--- src/rtl/uart_pkg.sv ---
// Shared UART definitions: receiver state encoding, default frame geometry
// (also intended for the companion transmitter) and a majority helper.
package uart_pkg;

  localparam int UART_OVERSAMPLING = 8;
  localparam int UART_DATA_BITS    = 8;

  typedef enum logic [2:0] {
    IDLE,
    START,
    DATA,
    PARITY,
    STOP,
    WAIT_HIGH
  } uart_rx_state_e;

  // 2-of-3 vote used to suppress single-sample noise on the line.
  function automatic logic majority3(input logic [2:0] v);
    return (v[0] & v[1]) | (v[0] & v[2]) | (v[1] & v[2]);
  endfunction

endpackage

--- src/rtl/uart_rx_filter.sv ---
// Input conditioning for the UART receiver: a 2-FF synchronizer on the
// asynchronous rxd line followed by a tick-gated 3-sample majority voter.
// Both stages reset to the idle (high) line level so that reset never
// looks like a start bit.
module uart_rx_filter
  import uart_pkg::*;
(
  input  logic clk,
  input  logic rst,
  input  logic rx_tick,
  input  logic rxd,
  output logic rx_bit
);

  logic [1:0] sync_q;
  logic [2:0] hist_q;

  // Two-stage synchronizer for the asynchronous serial input.
  always_ff @(posedge clk or posedge rst) begin
    if (rst) begin
      sync_q <= 2'b11;
    end else begin
      // NOTE: non-blocking assignments make both flops sample the old
      // values on the same edge, which is what makes this a two-stage chain.
      sync_q <= {sync_q[0], rxd};
    end
  end

  // Sample history, advanced only on oversampling ticks.
  always_ff @(posedge clk or posedge rst) begin
    if (rst) begin
      hist_q <= 3'b111;
    end else if (rx_tick) begin
      hist_q <= {hist_q[1:0], sync_q[1]};
    end
  end

  assign rx_bit = majority3(hist_q);

endmodule

--- src/rtl/uart_rx.sv ---
// Oversampling UART receiver (8N1 by default). Detects a start bit,
// re-validates it at mid-bit, samples each data bit at mid-bit and checks
// the stop bit. Received bytes are presented as a one-cycle data_valid
// strobe with data_out held until the next good byte.
// Build option: define UART_RX_PARITY_EN for 8E1 frames with an even
// parity check; otherwise parity_err is tied low. Ports are identical in
// both builds.
module uart_rx
  import uart_pkg::*;
#(
  parameter int OVERSAMPLING = UART_OVERSAMPLING,
  parameter int DATA_BITS    = UART_DATA_BITS
) (
  input  logic                 clk,
  input  logic                 rst,
  input  logic                 rx_tick,
  input  logic                 rxd,
  output logic [DATA_BITS-1:0] data_out,
  output logic                 data_valid,
  output logic                 framing_err,
  output logic                 parity_err,
  output logic                 busy
);

  localparam int CNT_W = $clog2(OVERSAMPLING);
  localparam int IDX_W = $clog2(DATA_BITS) + 1;

  localparam logic [CNT_W-1:0] CNT_HALF = CNT_W'(OVERSAMPLING / 2 - 1);
  localparam logic [CNT_W-1:0] CNT_LAST = CNT_W'(OVERSAMPLING - 1);
  localparam logic [IDX_W-1:0] IDX_LAST = IDX_W'(DATA_BITS - 1);

  logic rx_bit;

  uart_rx_filter u_filter (
    .clk     (clk),
    .rst     (rst),
    .rx_tick (rx_tick),
    .rxd     (rxd),
    .rx_bit  (rx_bit)
  );

  uart_rx_state_e       state_q;
  logic [CNT_W-1:0]     cnt_q;
  logic [IDX_W-1:0]     idx_q;
  logic [DATA_BITS-1:0] shreg_q;
  logic [DATA_BITS-1:0] data_q;
  logic                 valid_q;
  logic                 ferr_q;
`ifdef UART_RX_PARITY_EN
  logic                 par_ok_q;
  logic                 perr_q;
`endif

  // Frame FSM with counters, shift register and registered output strobes;
  // nothing but the strobe clear happens on non-tick cycles.
  always_ff @(posedge clk or posedge rst) begin
    if (rst) begin
      state_q  <= IDLE;
      cnt_q    <= '0;
      idx_q    <= '0;
      // NOTE: every register here has a reset value, including the data
      // path, so data_out is a defined 0 after reset rather than X.
      shreg_q  <= '0;
      data_q   <= '0;
      valid_q  <= 1'b0;
      ferr_q   <= 1'b0;
`ifdef UART_RX_PARITY_EN
      par_ok_q <= 1'b0;
      perr_q   <= 1'b0;
`endif
    end else begin
      valid_q <= 1'b0;
      ferr_q  <= 1'b0;
`ifdef UART_RX_PARITY_EN
      perr_q  <= 1'b0;
`endif
      if (rx_tick) begin
        case (state_q)
          IDLE: begin
            if (!rx_bit) begin
              state_q <= START;
              cnt_q   <= '0;
            end
          end
          START: begin
            if (cnt_q == CNT_HALF) begin
              if (rx_bit) begin
                state_q <= IDLE;
              end else begin
                cnt_q   <= '0;
                idx_q   <= '0;
                state_q <= DATA;
              end
            end else begin
              cnt_q <= cnt_q + 1'b1;
            end
          end
          DATA: begin
            cnt_q <= cnt_q + 1'b1;
            if (cnt_q == CNT_LAST) begin
              shreg_q <= {rx_bit, shreg_q[DATA_BITS-1:1]};
              idx_q   <= idx_q + 1'b1;
              if (idx_q == IDX_LAST) begin
`ifdef UART_RX_PARITY_EN
                state_q <= PARITY;
`else
                state_q <= STOP;
`endif
              end
            end
          end
`ifdef UART_RX_PARITY_EN
          PARITY: begin
            cnt_q <= cnt_q + 1'b1;
            if (cnt_q == CNT_LAST) begin
              // Even parity: data bits plus parity bit hold an even count of ones.
              par_ok_q <= (rx_bit == ^shreg_q);
              state_q  <= STOP;
            end
          end
`endif
          STOP: begin
            cnt_q <= cnt_q + 1'b1;
            if (cnt_q == CNT_LAST) begin
              if (rx_bit) begin
                state_q <= IDLE;
`ifdef UART_RX_PARITY_EN
                if (par_ok_q) begin
                  data_q  <= shreg_q;
                  valid_q <= 1'b1;
                end else begin
                  perr_q  <= 1'b1;
                end
`else
                data_q  <= shreg_q;
                valid_q <= 1'b1;
`endif
              end else begin
                // Low stop bit: hold off until the line returns high so a
                // break is reported once instead of as a stream of 0x00 bytes.
                ferr_q  <= 1'b1;
                state_q <= WAIT_HIGH;
              end
            end
          end
          WAIT_HIGH: begin
            if (rx_bit) begin
              state_q <= IDLE;
            end
          end
          default: begin
            state_q <= IDLE;
          end
        endcase
      end
    end
  end

  assign data_out    = data_q;
  assign data_valid  = valid_q;
  assign framing_err = ferr_q;
  assign busy        = (state_q != IDLE);
`ifdef UART_RX_PARITY_EN
  assign parity_err  = perr_q;
`else
  assign parity_err  = 1'b0;
`endif

endmodule

--- config.mk ---
export PLATFORM = sky130hd
export DESIGN_NAME = uart_rx
export DESIGN_NICKNAME = d
export VERILOG_FILES = /design/src/rtl/uart_pkg.sv /design/src/rtl/uart_rx_filter.sv /design/src/rtl/uart_rx.sv
export SDC_FILE = /design/constraint.sdc
export NUM_CORES = 1
export LEC_CHECK = 0
export CELL_PAD_IN_SITES_DETAIL_PLACEMENT = 1
export CELL_PAD_IN_SITES_GLOBAL_PLACEMENT = 2
export CORE_UTILIZATION = 34
export CTS_BUF_LIST = sky130_fd_sc_hd__clkbuf_4 sky130_fd_sc_hd__clkbuf_8 sky130_fd_sc_hd__clkbuf_16
export DETAILED_ROUTE_END_ITERATION = 6
export PLACE_DENSITY = 0.85
export SYNTH_ARGS = -nofsm -noshare
export SYNTH_HDL_FRONTEND = slang
export SYNTH_SLANG_ARGS = --single-unit
--- constraint.sdc ---
create_clock -name clk -period 1.9 [get_ports clk]
set_clock_uncertainty 0.15 [all_clocks]
set_input_delay 0.38 -clock clk [delete_from_list [all_inputs] [get_ports clk]]
set_output_delay 0.38 -clock clk [all_outputs]
set_load 0.005 [all_outputs]
# Yosys cells after proc, flatten, opt, wreduce, memory -nomap -nowiden

Cells that the tools add are included.

Bits of input ports: 4
Bits in registers: 33

Muxes and demuxes: 24
Add/subtract/negate cells: 2
Bitwise operators: 5
Equality and inequality tests: 14
Reduce and logical (&&, ||, !) cells: 10

Operators by type and width:

| operator                                       | number |
|---|---|
| 2-to-1 mux 3 bit                               | 9 |
| case mux 3 bit (5 select lines)                | 1 |
| != test 2 bit (second input constant)          | 7 |
| 2-to-1 mux 4 bit                               | 3 |
| == test 3 bit (second input constant)          | 3 |
| case mux 3 bit (3 select lines)                | 1 |
| 2-to-1 mux 1 bit                               | 8 |
| case mux 4 bit (2 select lines)                | 1 |
| AND reduction 7 bit                            | 1 |
| == test 3 x 2 -> 1 bit (second input constant) | 2 |
| nonzero test 3 bit                             | 2 |
| AND reduction 5 bit                            | 1 |
| adder 4 x 1 -> 4 bit (second input constant)   | 1 |
| == test 4 x 3 -> 1 bit (second input constant) | 1 |
| AND reduction 4 bit                            | 1 |
| adder 3 x 1 -> 3 bit (second input constant)   | 1 |
| bitwise AND 1 bit                              | 3 |
| == test 3 x 1 -> 1 bit (second input constant) | 1 |
| zero test 3 bit                                | 1 |
| AND reduction 3 bit                            | 1 |
| 2-to-1 mux 2 bit                               | 1 |
| OR 1 bit                                       | 2 |
| AND reduction 2 bit                            | 1 |
| nonzero test 2 bit                             | 1 |
| OR reduction 2 bit                             | 1 |

# Logic depth before layout (Yosys ltp)

Gate-level depths: netlist (run 1).

Depth in word-level cells: 7
Mapped depth: 7
Mapped depth without buffers: 6

# Hierarchy

Synthesis (run 1) repeated with hierarchy kept, for this count alone.

Cells, all modules: 129
Area, all modules: 1562.7 µm²

By module, submodules not included:

| module         | times used | area an instance (µm²) | seq. area each (µm²) | cells an instance |
|---|---|---|---|---|
| uart_rx        | 1          | 1382.6                 | 700.7                | 119 |
| uart_rx_filter | 1          | 180.2                  | 131.4                | 10 |

# Least setup slack after synthesis (run 1)

Ideal clock, no wire load.

Path kind: register to register
Start point: register cnt_q[0]
End point: register state_q[0]
Slack: 0.127 ns
Arrival time: 1.498 ns
Stages on the path, launching flop included: 7
Period minus slack after synthesis: 1.773 ns
Cells stage by stage: dfrtp_1 -> ha_1 -> ha_1 -> nor3b_1 -> a21oi_1 -> o221ai_1 -> mux2_2

Word-level cells in the longest chain between the ends: 3

Ends and longest elaborated chain:

| what                                                           | RTL line                                      | source |
|---|---|---|
| start, declared                                                | uart_rx.sv:43                                 | `logic [CNT_W-1:0] cnt_q;` |
| start signal, assigned                                         | uart_rx.sv:95                                 | `cnt_q <= cnt_q + 1'b1;` |
| start signal, assigned                                         | uart_rx.sv:99                                 | `cnt_q <= cnt_q + 1'b1;` |
| start signal, assigned                                         | uart_rx.sv:123                                | `cnt_q <= cnt_q + 1'b1;` |
| == test 3 bit / == test 3 x 2 -> 1 bit (equally long branches) | uart_rx.sv:100, uart_rx.sv:124, uart_rx.sv:86 |  |
| != test 2 bit (no line)                                        | -                                             |  |
| AND reduction 7 bit (no line) *                                | -                                             |  |
| end signal, assigned                                           | uart_rx.sv:107                                | `state_q <= STOP;` |
| end signal, assigned                                           | uart_rx.sv:126                                | `state_q <= IDLE;` |
| end signal, assigned                                           | uart_rx.sv:142                                | `state_q <= WAIT_HIGH;` |
| end, declared                                                  | uart_rx.sv:42                                 | `uart_rx_state_e state_q;` |

Mark *: on every way between the ends. The rest lies on a longest branch, timed or not.
A chain may end at the register's enable or synchronous reset.

# Worst setup path in the final report (run 1)

Start point: register state_q[2]
End point: register shreg_q[3]

Word-level cells in the longest chain between the ends: 2

Ends and longest elaborated chain:

| what                          | RTL line       | source |
|---|---|---|
| start signal, assigned        | uart_rx.sv:58  | `state_q <= IDLE;` |
| start signal, assigned        | uart_rx.sv:81  | `state_q <= START;` |
| start signal, assigned        | uart_rx.sv:88  | `state_q <= IDLE;` |
| == test 3 x 2 -> 1 bit        | uart_rx.sv:78  | `case (state_q)` |
| AND reduction 3 bit (no line) | -              |  |
| end signal, assigned          | uart_rx.sv:101 | `shreg_q <= {rx_bit, shreg_q[DATA_BITS-1:1]};` |
| end, declared                 | uart_rx.sv:45  | `logic [DATA_BITS-1:0] shreg_q;` |

No other way between the ends.

==> results of run 1 <==
-- cell families after synthesis --
family | count (synthesis) | synth area share [%]
other | 1 | 0.247
AO/OA/AOI/OAI | 18 | 8.31
AND/OR/NAND/NOR | 26 | 11.2
buffers and inverters | 12 | 4.28
multiplexers | 22 | 16.5
adder cells (fa/ha/maj) | 6 | 4.69
flip-flops | 33 | 54.7
-- synthesized netlist by cell type, types with 3 or more instances --
master	number	area [µm²]
buf_2	4	20.0
dfrtp_1	28	701
mux2_2	21	236
a22o_1	4	35.0
inv_1	5	18.8
o21ai_0	4	20.0
nor2b_1	3	18.8
nor2_1	7	26.3
dfstp_2	5	131
ha_1	4	50.1
nand2_1	3	11.3
-- routing by layer --
layer	global-route usage [%]	vias up	part of all wire, %	wire length, µm
met4	6.89	0	1.4	44
met5	0	-	0	0
met3	4.28	6	3.7	119
met2	26.9	22	50	1630
met1	18.5	520	45	1460
li1	-	474	-	-
-- power by group --
part	leakage [nW]	internal, mW	switching [mW]
Combinational	0.450	0.224	0.200
Clock	0.0498	0.303	0.234
Sequential	0.434	0.763	0.0492
Total	0.934	1.29	0.483
-- registers in the layout, summed over array words and instances (netlist names) --
name	count
data_out	8
shreg_q	8
idx_q	4
cnt_q	3
state_q	3
u_filter.hist_q	3
u_filter.sync_q	2
data_valid	1
framing_err	1
-- path summary, 6_finish.rpt --
kind / from / to / cells past startpoint
max: state_q[2] / shreg_q[3] / 5
min: u_filter.sync_q[0] / u_filter.sync_q[1] / 0
max reg2reg: state_q[2] / shreg_q[3] / 5
min reg2reg: u_filter.sync_q[0] / u_filter.sync_q[1] / 0
min in group asynchronous: rst / shreg_q[6] / 3
max in group asynchronous: rst / u_filter.hist_q[1] / 3
-- worst max-delay path: stages (launching register included) --
cell     delay, ps
dfrtp_2        420
buf_4          170
nor3b_4        240
and3_1         230
buf_12         150
mux2_2         340
-- timing repair --
action,CTS,global route
hold buffers,0,0
resized for setup,6,9
endpoints found under the hold margin,0,0
setup endpoints to repair,10,25
gates cloned,1,0
pin swaps,0,2
setup buffers,1,3
-- placed cells by master, fill, tap and decap left out, types with 2 or more instances in the layout --
cell             count
buf_12               2
ha_4                 2
dfstp_2              5
nand2_1              2
a22o_1               4
o21ai_0              4
a21oi_1              2
nor2_1               6
clkdlybuf4s50_1     13
buf_4               13
clkbuf_4             3
clkbuf_8             5
mux2_2              21
nand3_1              2
nor2b_1              3
dfrtp_1             27
nor3b_2              2
o31ai_1              2
inv_1                5
-- stage by stage --
step	hold slack [ps]	instance area, µm²	cells
2_1_floorplan	195	1520	118
3_3_place_gp	197	1780	186
3_5_place_dp	201	1780	186
4_1_cts	210	1910	196
5_1_grt	214	1970	199
6_report	209	1970	199
-- layout make-up --
type / count / area (µm²) / share of cell area (%)
multi-input cells: 74 / 691 / 35.0
repair buffers: 29 / 278 / 14.1
well taps: 50 / 62.6 / 3.17
flip-flops and latches: 33 / 833 / 42.2
clock buffers: 8 / 91.3 / 4.63
inverters: 5 / 18.8 / 0.951
==> impl_metrics.env, run 1 <==
export IMPL_totalWireLength_um=3250
export IMPL_finalSetupViolCount=0
export IMPL_yosysWarnings=0
export IMPL_hold_viol=0
export IMPL_crit_path_start_kind="register"
export IMPL_synth_nets=126
export IMPL_cts_htree_levels=2
export IMPL_ant_nets=0
export IMPL_setup_slack_ps=67.7
export IMPL_cp_end_kind="register"
export IMPL_die_width_um=68.9
export IMPL_coreArea_um2=4140
export IMPL_ir_drop_uv=450
export IMPL_cts_sinks=33
export IMPL_max_freq_mhz=546
export IMPL_wl_per_cell_um=16.4
export IMPL_cts_buffers=5
export IMPL_hp_class="register to register"
export IMPL_place_hpwl_um=2120
export IMPL_report_power_total_mw=1.77
export IMPL_min_period_ps=1830
export IMPL_synth_edf_count=0
export IMPL_cts_max_path_buffers=2
export IMPL_rows=23
export IMPL_syn2layout_area_growth_pct=29.9
export IMPL_cp_required_ps=1910
export IMPL_gp_congestion=0.823
export IMPL_fp_dieArea_um2=4740
export IMPL_via_per_inst=5.14
export IMPL_first_pass_iters=4
export IMPL_dieHeight_um=68.9
export IMPL_arrival_ps=1840
export IMPL_setup_tns_final_ps=0
export IMPL_p_leak_nw=0.934
export IMPL_pre_cts_ws_ps=-118
export IMPL_grt_use_total_pct=15.8
export IMPL_slew_viol_final=0
export IMPL_vias=1022
export IMPL_cts_tree="done"
export IMPL_syn_area_um2=1520
export IMPL_timing_max_cap_violations=0
export IMPL_fin_crit_sh_pct=96.4
export IMPL_clkLatencyLatePin_ps=280
export IMPL_ys_types=35
export IMPL_num_fill_cells=438
export IMPL_rsz0062_at_grt="no"
export IMPL_portBuffers=14
export IMPL_overflow=0
export IMPL_drt_iter0_markers=36
export IMPL_grt_max_degree=34
export IMPL_path_clk_slew_ps=60
export IMPL_grt_pass1_wl_um=5290
export IMPL_synth_seq_cells=33
export IMPL_postLayoutCoreUtil_pct=47.6
export IMPL_cellPowerDensity_nw_per_um2=898
export IMPL_grt_pass1_vias=1058
export IMPL_status="finished clean"
export IMPL_layout_nets=156
export IMPL_antenna_found_initial=0
export IMPL_r2r_slack_ps=70
export IMPL_initial_core_util_pct=36.7
export IMPL_crit_type="register to register"
export IMPL_cts_root_buf="clkbuf_8"
export IMPL_ios=16
export IMPL_async_reset_ff_share_pct=100
export IMPL_synth_seq_area_share_pct=54.7
export IMPL_synthFlopType="dfrtp_1"
export IMPL_path_max_fanout=16
export IMPL_drive_above_1_share_pct=43.6
export IMPL_insertedDiodeCount=0
export IMPL_syn_area_per_cell_um2=12.9
export IMPL_synth_cells=118
export IMPL_drc_errors=0
Note: power is estimated with default switching activity, not from simulation.
==> run 2, diff against run 1 <==
--- a/config.mk
+++ b/config.mk
@@ -7,10 +7,10 @@
 export LEC_CHECK = 0
 export CELL_PAD_IN_SITES_DETAIL_PLACEMENT = 1
 export CELL_PAD_IN_SITES_GLOBAL_PLACEMENT = 2
-export CORE_UTILIZATION = 34
-export CTS_BUF_LIST = sky130_fd_sc_hd__clkbuf_4 sky130_fd_sc_hd__clkbuf_8 sky130_fd_sc_hd__clkbuf_16
+export CORE_UTILIZATION = 36
+export CTS_BUF_LIST = sky130_fd_sc_hd__clkbuf_8
 export DETAILED_ROUTE_END_ITERATION = 6
-export PLACE_DENSITY = 0.85
+export PLACE_DENSITY = 0.89
 export SYNTH_ARGS = -nofsm -noshare
 export SYNTH_HDL_FRONTEND = slang
 export SYNTH_SLANG_ARGS = --single-unit
==> impl_metrics.env, run 2 (synthesis gave the netlist of run 1 again) <==
export IMPL_status="finished clean"
export IMPL_critical_path_top_delay_family="flip-flops"
export IMPL_portBuffers=14
export IMPL_cellPowerDensity_nw_per_um2=914
export IMPL_dpl_cell_area_um2=1820
export IMPL_grt_max_degree=19
export IMPL_cts_htree_levels=2
export IMPL_rows=23
export IMPL_cts_tree="done"
export IMPL_slowest_stage="dfrtp_1"
export IMPL_r2r_end="idx_q[0]"
export IMPL_dieHeight_um=67.0
export IMPL_cp_required_ps=1920
export IMPL_initial_core_util_pct=37.7
export IMPL_fp_dieArea_um2=4490
export IMPL_drt_iter0_markers=46
export IMPL_coreArea_um2=4030
export IMPL_final_common_cell="dfrtp_1"
export IMPL_r2r_slack_ps=30
export IMPL_place_hpwl_um=2380
export IMPL_hold_viol=0
export IMPL_switchingPower_mw=0.498
export IMPL_cts_buffers=5
export IMPL_crit_chain="ha_4 > ha_2 > and3_2 > buf_12 > buf_4 > mux2_4"
export IMPL_cp_endpoint="idx_q[0]"
export IMPL_holdPathStages=0
export IMPL_wl_per_cell_um=16.7
export IMPL_via_per_inst=5.11
export IMPL_worstSetupStartpoint="cnt_q[1]"
export IMPL_max_freq_mhz=535
export IMPL_r2r_start="cnt_q[1]"
export IMPL_sequentialPowerShare_pct=43.4
export IMPL_timing_max_cap_violations=0
export IMPL_crit_path_start_kind="register"
export IMPL_cts_root_buf="clkbuf_8"
export IMPL_grt_pass1_wl_um=5600
export IMPL_die_width_um=67.0
export IMPL_hp_class="register to register"
export IMPL_cp_end_kind="register"
export IMPL_ant_nets=0
export IMPL_crit_buf_inv=2
export IMPL_first_pass_iters=3
export IMPL_overflow=0
export IMPL_ios=16
export IMPL_grt_use_total_pct=17.8
export IMPL_reg2regPathDepth=6
export IMPL_antenna_found_initial=0
export IMPL_cts_max_path_buffers=2
export IMPL_p_int_mw=1.36
export IMPL_syn2layout_area_growth_pct=33.7
export IMPL_crit_type="register to register"
export IMPL_drive_above_1_share_pct=44.9
export IMPL_layout_nets=163
export IMPL_whs_ps=210
export IMPL_p_sw_share_pct=26.8
export IMPL_fin_crit_sh_pct=98.4
export IMPL_min_period_ps=1870
export IMPL_path_clk_slew_ps=70
export IMPL_mostFrequentLayoutCells="dfrtp_1 (27), mux2_2 (21), buf_4 (20), clkdlybuf4s50_1 (13), nor2_1 (7)"
export IMPL_ir_drop_uv=488
export IMPL_arrival_ps=1890
export IMPL_finalSetupViolCount=0
export IMPL_clkLatencyLatePin_ps=280
export IMPL_postLayoutCoreUtil_pct=50.5
export IMPL_totalWireLength_um=3440
export IMPL_drc_errors=0
export IMPL_vias=1052
export IMPL_setup_tns_final_ps=0
export IMPL_design_area_um2=2030
export IMPL_max_stage_delay_ps=420
export IMPL_crit_cells=6
export IMPL_p_leak_nw=0.978
export IMPL_grt_pass1_vias=1158
export IMPL_cts_sinks=33
export IMPL_p_clk_share_pct=34.1
export IMPL_combinationalPowerShare_pct=22.4
export IMPL_slew_viol_final=0
export IMPL_path_max_fanout=11
export IMPL_gp_congestion=0.782
export IMPL_insertedDiodeCount=0
## run 2: stage by stage
stage          setup WS, ps  instances  total power [mW]
2_1_floorplan           127        118              1.04
3_3_place_gp           -124        191              1.13
3_5_place_dp           -199        191              1.17
4_1_cts                17.9        205              1.85
5_1_grt               -23.5        206              1.95
6_report               30.2        206              1.86
## run 2: power by group through the flow
stage / Clock [mW] / Sequential (mW) / Combinational [mW]
after global placement: 0 / 0.804 / 0.328
after floorplan: 0 / 0.805 / 0.236
final: 0.635 / 0.807 / 0.417
after CTS: 0.645 / 0.800 / 0.403
after global routing: 0.673 / 0.813 / 0.464
after detailed placement: 0 / 0.815 / 0.355
## run 2: how the worst min path moves through the flow
stage | from | endpoint
detailed placement | u_filter.sync_q[0] | u_filter.sync_q[1]
global route | u_filter.sync_q[0] | u_filter.sync_q[1]
floorplan | u_filter.sync_q[0] | u_filter.sync_q[1]
global placement | u_filter.sync_q[0] | u_filter.sync_q[1]
finish | u_filter.sync_q[0] | u_filter.sync_q[1]
CTS | u_filter.sync_q[0] | u_filter.sync_q[1]
## run 2: what timing repair did
action / in CTS / in global routing
pin swaps: 2 / 3
endpoints found under the setup margin: 14 / 14
resized for setup: 8 / 4
gates cloned: 1 / 0
hold buffers: 0 / 0
buffers inserted: 5 / 1
## run 2: worst reg2reg max path, cell delays in order (launching register included)
cell and delay, ps:
dfrtp_1 420, ha_4 200, ha_2 200, and3_2 240, buf_12 150, buf_4 140, mux2_4 260
## run 2: cell type report
type                    count  area [µm²]
fillers                   439        2000
flip-flops and latches     33         833
multi-input cells          74         682
repair buffers             36         329
clock buffers               5        68.8
well taps                  50        62.6
clock inverters             3        38.8
inverters                   5        18.8
## run 2: layer usage
| layer | up-vias | part of all wire [%] | GRT usage, % |
|---|---|---|---|
| li1 | 491 | - | - |
| met1 | 535 | 40 | 19.1 |
| met2 | 19 | 54 | 30.9 |
| met3 | 7 | 3.3 | 4.79 |
| met4 | 0 | 2.7 | 10.9 |
| met5 | - | 0 | 0 |
==> run 3, diff against run 2 <==
==> constraint.sdc (replaced) <==
create_clock -name clk -period 1.5 [get_ports clk]
set_clock_uncertainty 0.15 [all_clocks]
set_input_delay 0.3 -clock clk [delete_from_list [all_inputs] [get_ports clk]]
set_output_delay 0.3 -clock clk [all_outputs]
set_load 0.005 [all_outputs]
==> impl_metrics.env, run 3 (synthesis gave the netlist of run 1 again) <==
export IMPL_cts_tree="done"
export IMPL_first_pass_iters=4
export IMPL_holdBufCountCts=0
export IMPL_ant_nets=0
export IMPL_rsz0062_at_grt="yes"
export IMPL_drt_iter0_markers=53
export IMPL_fin_crit_sh_pct=118
export IMPL_vias=1095
export IMPL_insertedDiodeCount=0
export IMPL_portBuffers=14
export IMPL_layout_nets=171
export IMPL_cts_htree_levels=2
export IMPL_grt_use_total_pct=20.7
export IMPL_report_power_total_mw=2.44
export IMPL_gp_congestion=0.857
export IMPL_sequentialPowerShare_pct=42.0
export IMPL_hp_class="input pin to async pin"
export IMPL_violations="negative setup slack"
export IMPL_combinationalPowerShare_pct=27.4
export IMPL_multi_input_area_um2=805
export IMPL_totalWireLength_um=3990
export IMPL_p_leak_nw=1.10
export IMPL_status="finished, violations left"
export IMPL_path_max_fanout=5
export IMPL_grt_pass1_wl_um=6430
export IMPL_num_fill_cells=398
export IMPL_p_int_mw=1.75
export IMPL_whs_ps=202
export IMPL_mostFrequentLayoutCells="dfrtp_1 (26), buf_4 (20), mux2_4 (16), dlygate4sd2_1 (10), buf_6 (8)"
export IMPL_syn2layout_area_growth_pct=46.3
export IMPL_p_sw_share_pct=28.3
export IMPL_grt_max_degree=34
export IMPL_drive_above_1_share_pct=56.1
export IMPL_finalSetupViolCount=28
export IMPL_timing_max_cap_violations=0
export IMPL_ir_drop_uv=789
export IMPL_arrival_ps=1800
export IMPL_coreArea_um2=4030
export IMPL_drc_errors=0
export IMPL_postLayoutCoreUtil_pct=55.2
export IMPL_die_width_um=67.0
export IMPL_grt_pass1_vias=1209
export IMPL_cts_buffers=5
export IMPL_final_cell_count_no_fill=214
export IMPL_cts_root_buf="clkbuf_8"
export IMPL_pre_cts_ws_ps=-438
export IMPL_seq_area_um2=835
export IMPL_wl_per_cell_um=18.6
export IMPL_cts_sinks=33
export IMPL_cts_max_path_buffers=2
export IMPL_p_clk_share_pct=30.6
export IMPL_switchingPower_mw=0.692
export IMPL_crit_type="register to register"
export IMPL_crit_path_start_kind="register"
export IMPL_antenna_found_initial=0
export IMPL_via_per_inst=5.12
export IMPL_setup_slack_ps=-273
export IMPL_cp_end_kind="register"
export IMPL_cp_required_ps=1530
export IMPL_clkLatencyLatePin_ps=290
export IMPL_cellPowerDensity_nw_per_um2=1100
export IMPL_place_hpwl_um=2340
export IMPL_dp_cells=195
export IMPL_slew_viol_final=0
export IMPL_fp_dieArea_um2=4490
export IMPL_overflow=0
export IMPL_max_freq_mhz=564
export IMPL_dieHeight_um=67.0
export IMPL_ios=16
export IMPL_final_common_cell="dfrtp_1"
export IMPL_path_clk_slew_ps=70
export IMPL_min_period_ps=1770
export IMPL_rows=23
export IMPL_initial_core_util_pct=37.7
export IMPL_hold_viol=0
==> run 3: final timing paths <==
kind | from | to | slack (ps) | cells after the start
worst max-delay path | cnt_q[0] | state_q[0] | -270 | 5
worst min-delay path | rst | state_q[1] | 200 | 3
worst max register to register | cnt_q[0] | state_q[0] | -270 | 5
min in group clk | u_filter.sync_q[0] | u_filter.sync_q[1] | 210 | 0
max in group asynchronous | rst | u_filter.hist_q[0] | 750 | 3
worst min register to register | u_filter.sync_q[0] | u_filter.sync_q[1] | 210 | 0
==> run 3: cell type report <==
cell class / count / area share [%]
Clock buffer: 7 / 4.33
Clock inverter: 1 / 0.225
Inverter: 5 / 0.844
Multi-Input combinational cell: 74 / 36.2
Sequential cell: 33 / 37.5
Tap cell: 50 / 2.81
Timing Repair Buffer: 44 / 18.1
==> run 3: critical path, stage by stage, from the launching register on <==
cell and delay (ps):
dfrtp_1 410, ha_4 190, ha_4 180, and4b_2 230, o221ai_2 180, mux2_4 310
==> run 3: through the flow <==
step                TNS [ps]  cell area [µm²]
finish                 -5680             2220
floorplan              -3000             1580
CTS                    -5730             2200
global route           -7220             2220
detailed placement     -9260             1910
global placement       -8630             1910
==> run 3: power groups by stage <==
stage	registers [mW]	logic, mW	clock network [mW]
after global placement	1.04	0.500	0
after detailed placement	1.05	0.527	0
after floorplan	1.03	0.336	0
after CTS	1.02	0.650	0.766
after global routing	1.03	0.726	0.808
final	1.03	0.668	0.748
==> run 3: layer usage <==
layer	global-route usage [%]	share of wire, %
met1	24.0	41
met2	36.4	55
met3	4.45	2.9
met4	8.78	1.6
met5	0	0
==> run 3: repair_timing <==
action	4_1_cts	5_1_grt
buffers inserted	8	3
resized for setup	51	7
endpoints found under the setup margin	38	27
gates cloned	1	0
pin swaps	7	6
